## src/rtl/pixel_kernel_seq.sv

```systemverilog
`default_nettype none
// ============================================================================
// Module      : pixel_kernel_seq
// Description : Kernel sequencer for the pixel FSM. Issues one start pulse per
//               pixel, waits for each pixel-done, guards each wait with a
//               watchdog, and provides the local/adjacent saturating timers
//               whose terminal-count flags feed back to the pixel FSM.
// Revision    : 1.0 - initial release
// ============================================================================
module pixel_kernel_seq #(
    parameter int NPIX      = 9,
    parameter int CW        = 10,
    parameter int TO_CYCLES = 4095
) (
    input  logic          clk,
    input  logic          reset_n,
    input  logic          start_i,
    input  logic          abort_i,
    input  logic [CW-1:0] loc_max_clk,
    input  logic [CW-1:0] adj_max_clk,
    input  logic          loc_timer_en,
    input  logic          adj_timer_en,
    input  logic          pxl_done_i,
    output logic          pxl_start_o,
    output logic          loc_timer_m_o,
    output logic          adj_timer_m_o,
    output logic [3:0]    pxl_idx_o,
    output logic          busy_o,
    output logic          kernel_done_o,
    output logic          err_o
);

    localparam logic [2:0]  c_st_idle  = 3'd0;
    localparam logic [2:0]  c_st_start = 3'd1;
    localparam logic [2:0]  c_st_wait  = 3'd2;
    localparam logic [2:0]  c_st_gap   = 3'd3;
    localparam logic [2:0]  c_st_done  = 3'd4;

    localparam logic [3:0]  c_last_idx = 4'(NPIX - 1);
    localparam logic [15:0] c_to_limit = 16'(TO_CYCLES);

    // ------------------------------------------------------------------------
    // Local / adjacent timers: identical saturating counters. Index 0 is the
    // local timer, index 1 the adjacent timer.
    // ------------------------------------------------------------------------
    logic [1:0]    w_tmr_en;
    logic [CW-1:0] w_tmr_max [2];
    logic [1:0]    w_tmr_m;

    assign w_tmr_en     = {adj_timer_en, loc_timer_en};
    assign w_tmr_max[0] = loc_max_clk;
    assign w_tmr_max[1] = adj_max_clk;

    generate
        for (genvar g = 0; g < 2; g++) begin : g_timer
            logic [CW-1:0] r_cnt;

            // Clear while disabled; count up to the terminal value and hold
            // there (or hold wherever it is if the terminal was lowered below it).
            always_ff @(posedge clk or negedge reset_n) begin
                if (!reset_n) begin
                    r_cnt <= '0;
                end else if (!w_tmr_en[g]) begin
                    r_cnt <= '0;
                end else if (r_cnt < w_tmr_max[g]) begin
                    r_cnt <= r_cnt + 1'b1;
                end
            end

            assign w_tmr_m[g] = w_tmr_en[g] && (r_cnt == w_tmr_max[g]);
        end
    endgenerate

    assign loc_timer_m_o = w_tmr_m[0];
    assign adj_timer_m_o = w_tmr_m[1];

    // ------------------------------------------------------------------------
    // Kernel sweep FSM and its datapath (pixel index, watchdog, error flag)
    // ------------------------------------------------------------------------
    logic [2:0]  r_state;
    logic [2:0]  w_next_state;
    logic [3:0]  r_idx;
    logic [15:0] r_wd;
    logic        r_err;
    logic        w_idx_last;
    logic        w_wd_expired;

    assign w_idx_last   = (r_idx == c_last_idx);
    assign w_wd_expired = (r_wd == c_to_limit);

    // State register
    always_ff @(posedge clk or negedge reset_n) begin
        if (!reset_n) begin
            r_state <= c_st_idle;
        end else begin
            r_state <= w_next_state;
        end
    end

    // Next-state logic; abort overrides every transition, and a pixel-done
    // wins over a coincident watchdog expiry.
    always_comb begin
        w_next_state = r_state;
        if (abort_i) begin
            w_next_state = c_st_idle;
        end else begin
            case (r_state)
                c_st_idle:  if (start_i) w_next_state = c_st_start;
                c_st_start: w_next_state = c_st_wait;
                c_st_wait: begin
                    if (pxl_done_i) begin
                        w_next_state = w_idx_last ? c_st_done : c_st_gap;
                    end else if (w_wd_expired) begin
                        w_next_state = c_st_idle;
                    end
                end
                c_st_gap:   w_next_state = c_st_start;
                c_st_done:  w_next_state = c_st_idle;
                default:    w_next_state = c_st_idle;
            endcase
        end
    end

    // Moore outputs decoded from the registered state
    always_comb begin
        pxl_start_o   = (r_state == c_st_start);
        kernel_done_o = (r_state == c_st_done);
        busy_o        = (r_state != c_st_idle);
    end

    // Pixel index, watchdog and sticky error; all held on abort
    always_ff @(posedge clk or negedge reset_n) begin
        if (!reset_n) begin
            r_idx <= '0;
            r_wd  <= '0;
            r_err <= 1'b0;
        end else if (!abort_i) begin
            case (r_state)
                c_st_idle: begin
                    if (start_i) begin
                        r_idx <= '0;
                        r_err <= 1'b0;
                    end
                end
                c_st_start: begin
                    r_wd <= '0;
                end
                c_st_wait: begin
                    if (pxl_done_i) begin
                        if (!w_idx_last) begin
                            r_idx <= r_idx + 4'd1;
                        end
                    end else if (w_wd_expired) begin
                        r_err <= 1'b1;
                    end else begin
                        r_wd <= r_wd + 16'd1;
                    end
                end
                default: begin
                end
            endcase
        end
    end

    assign pxl_idx_o = r_idx;
    assign err_o     = r_err;

endmodule
`default_nettype wire

```

## config.mk

```make
export PLATFORM = sky130hd
export DESIGN_NAME = pixel_kernel_seq
export DESIGN_NICKNAME = d
export VERILOG_FILES = /design/src/rtl/pixel_kernel_seq.sv
export SDC_FILE = /design/constraint.sdc
export NUM_CORES = 1
export LEC_CHECK = 0
export CORE_MARGIN = 10
export CORE_UTILIZATION = 50
export DETAILED_ROUTE_END_ITERATION = 7
export PLACE_DENSITY = 0.75
export SETUP_SLACK_MARGIN = 0.3
export SYNTH_ARGS = -nofsm -noshare
export SYNTH_HDL_FRONTEND = slang
export SYNTH_SLANG_ARGS = --single-unit
```

## constraint.sdc

```tcl
create_clock -name clk -period 2 [get_ports clk]
set_input_delay 0.4 -clock clk [delete_from_list [all_inputs] [get_ports clk]]
set_output_delay 0.4 -clock clk [all_outputs]
set_load 0.02 [all_outputs]
```

==> results.txt, run 1 <==
Antenna violations before repair: 2
Overflow after GRT: 0
Failing checks: setup timing
Port-buffer cells: 36
CP max stage delay: 430 ps
Worst Setup End Kind: register
Syn. warnings: 0
Final setup vio count: 8
Minimum clock period: 2088 ps
Cell total after placement: 475
Worst path cell trace: ha_4, nand4_1, o21bai_4, a31oi_4, buf_6, buf_12, nor2_4, nand4_1, mux2i_1
LEAKAGE: 0.002199 µW
Core Region: 0.005574 mm²
Worst-Skew Late Latency: 310 ps
Worst path slowest cell: dfrtp_1
RSZ-0062 raised after global routing: yes
1st-iter DRT viols: 228
Crit path buffers/inverters: 2
Largest delay share family, worst path: flip-flops
Layout Cells excl Fill: 524
FF-to-FF End: g_timer[0].r_cnt[7]
Max VDD drop: 472.8 µV
Startpoint types: register
Final HPWL DP: 5151 µm
Number of global-route vias before repair: 2914
Die Height: 96.46 µm
Worst hold path class: input port to async pin
Initial Util: 52.44%
Clk_skew: 6.458 ps
Clock tree buffer depth: 2
Fin crit share: 104.4%
Via/cell ratio: 6.120
Share of post-route cells with drive strength above 1: 49.78%
Worst-Margin Slew: 575.6 ps
Placement Setup Slack: -594.6 ps
Async SR Flop Fraction: 100.0%
Design Power: 2159 µW
Clock root buffer: clkbuf_8
Mapped Nets: 386
Maximum fanout along the worst path: 4
R2r worst-path depth: 9
Post-synth top area share: 37.67%
Cell count after synthesis: 334
Final Worst Setup Slack: -87.76 ps
Fill cell count: 245
CTS tree: yes
Drt drc: 0
Reg2Reg Setup Slack: -90 ps
PD cells: 441.5 mW/mm²
Number of max-cap violations: 0
Count of cell types in the netlist: 46
Final hold violations: 0
First-pass GRT wire length: 13720 µm
I/O Pins: 37
Clock sinks: 44
Syn_area_per_cell: 8.751 µm²
Post-cts hold buffer count: 0
EDFF count, synth: 0
TritonRoute pass-1 iters: 4
WP data required: 2220 ps
H-tree depth: 2
Yosys top cell by area: dfrtp_1
Post-synth top flop: dfrtp_1
Max Fclk: 0.4790 GHz
Clock-pin transition on the worst setup and hold timing paths: 90 ps
Total wire length: 11030 µm
Sequential element share of the synthesized area: 37.67%
Largest net degree at the start of global routing: 45
Headroom to the max-slew limit: 61.63%
Final slew viol count: 0
Vias: 3207
WL per Instance: 21.05 µm
Tot GR Track Use: 18.31%
Fin nets: 501
Largest cells by area after synthesis: dfrtp_1 38%, ha_1 11%, nand3_1 3.9%, inv_1 3.7%, o21ai_0 3.3%
Routability cong.: 0.8603
Crit Path Class: register to register
Row cnt: 27
Crit path DAT: 2300 ps
Total clock buffers created by CTS: 5
Synth Cell Area: 0.002923 mm²
Die X: 96.46 µm
Outcome: finished with violations
Most used cell, CP: nand4_1
FF-to-FF Start: g_timer[0].r_cnt[5]
Area growth syn-to-layout: 67.34%
Post-synthesis register bit count: 44
Routed Antenna Nets: 0
Die area: 0.009304 mm²
[placed cells by master (no fill, tap or decap), types with 5 or more instances in the layout]
master and count:
o31ai_2 5, dfrtp_2 6, dfrtp_1 38, nand2_2 5, nor2_4 5, nand2_1 20
nand4_1 11, nand2b_1 10, clkdlybuf4s50_1 5, buf_4 63, ha_4 17, a21oi_2 5
nand2_4 5, mux2i_1 8, and3_4 5, o31ai_1 5, nor2_1 20, o21ai_1 7
nand3_2 6, o21ai_2 15, dlygate4sd2_1 23, o21ai_4 6, buf_6 16, nand3_1 13
inv_2 15, and3_1 6, clkbuf_8 6, ha_1 7, inv_1 14
[kinds of logic after synthesis]
kind of cell               Yosys count  synth area share (%)
AOI/OAI and AO/OA                   75                 16.44
DFF                                 44                 37.67
and+or+nand+nor                    140                 25.60
xor gates and xnor gates             7                 2.098
muxes                                8                 2.740
adders and majority gates           25                 10.70
buffers and inverters               35                 4.752
[how the worst max path moves through the flow]
stage,from,to,cells after the start
after floorplan,g_timer[0].r_cnt[3],g_timer[0].r_cnt[4],7
after global placement,adj_max_clk[1],adj_timer_m_o,6
after detailed placement,loc_max_clk[8],loc_timer_m_o,6
after CTS,g_timer[1].r_cnt[2],adj_timer_m_o,4
after global routing,g_timer[0].r_cnt[5],g_timer[0].r_cnt[7],9
final,g_timer[0].r_cnt[5],g_timer[0].r_cnt[7],9
[metal layers]
layer / vias up / GRT usage, % / share of wire, %
met5: - / 0 / 0
met4: 0 / 6.053 / 3.5
met3: 39 / 4.241 / 5.8
met2: 148 / 32.68 / 53
met1: 1588 / 21.03 / 37
li1: 1432 / - / -
[flip-flops by register name (all words and copies together) (netlist names)]
signal	flops
err_o	1
g_timer.r_cnt	20
pxl_idx_o	4
r_state	3
r_wd	16
[report_power, final]
part	switching (µW)	leakage, µW	internal [µW]	total (µW)
combinational	323	0.00156	286	609
sequential	31.0	0.000597	919	950
clock	319	0.0000445	281	600
[area by class of cell]
| class | count | area (µm²) | area share, % |
|---|---|---|---|
| well taps | 72 | 90.09 | 1.842 |
| repair buffers | 113 | 979.7 | 20.03 |
| flip-flops and latches | 44 | 1109 | 22.67 |
| clock buffers | 7 | 86.33 | 1.765 |
| multi-input cells | 256 | 2505 | 51.22 |
| diodes | 2 | 5.005 | 0.1023 |
| clock inverters | 1 | 7.507 | 0.1535 |
| inverters | 29 | 108.9 | 2.226 |
[per-stage QoR]
step / utilization (%) / TNS, ps / instance area (µm²) / hold WS [ps]
floorplan: - / 0 / 3022 / 104.4
finish: 87.74 / -312.1 / 4891 / 173.8
global placement: 66.91 / -8300 / 3730 / 467.9
detailed placement: 66.91 / -9335 / 3730 / 485.4
CTS: 77.31 / -20.62 / 4309 / 185.8
global route: 87.74 / -1094 / 4891 / 210.9
[synth_stat cells (8+ instances only)]
cell / n
a21oi_1: 11
and3_1: 11
dfrtp_1: 44
ha_1: 25
inv_1: 29
mux2i_1: 8
nand2_1: 25
nand2b_1: 10
nand3_1: 23
nand4_1: 11
nor2_1: 25
o21ai_0: 19
o21ai_1: 10
o31ai_1: 10
[repair_timing]
action | CTS | global route
pin swaps | 59 | 49
cloned | 1 | 1
setup endpoints to repair | 48 | 43
resized for setup | 132 | 89
buffers inserted | 16 | 21
(Power assumes the default switching activity.)
==> run 2: changes to the inputs <==
ABC_CLOCK_PERIOD_IN_PS = 2000   (was not set)
==> results of run 2 <==
The final DEF is identical to that of run 1; final timing and power are the same.
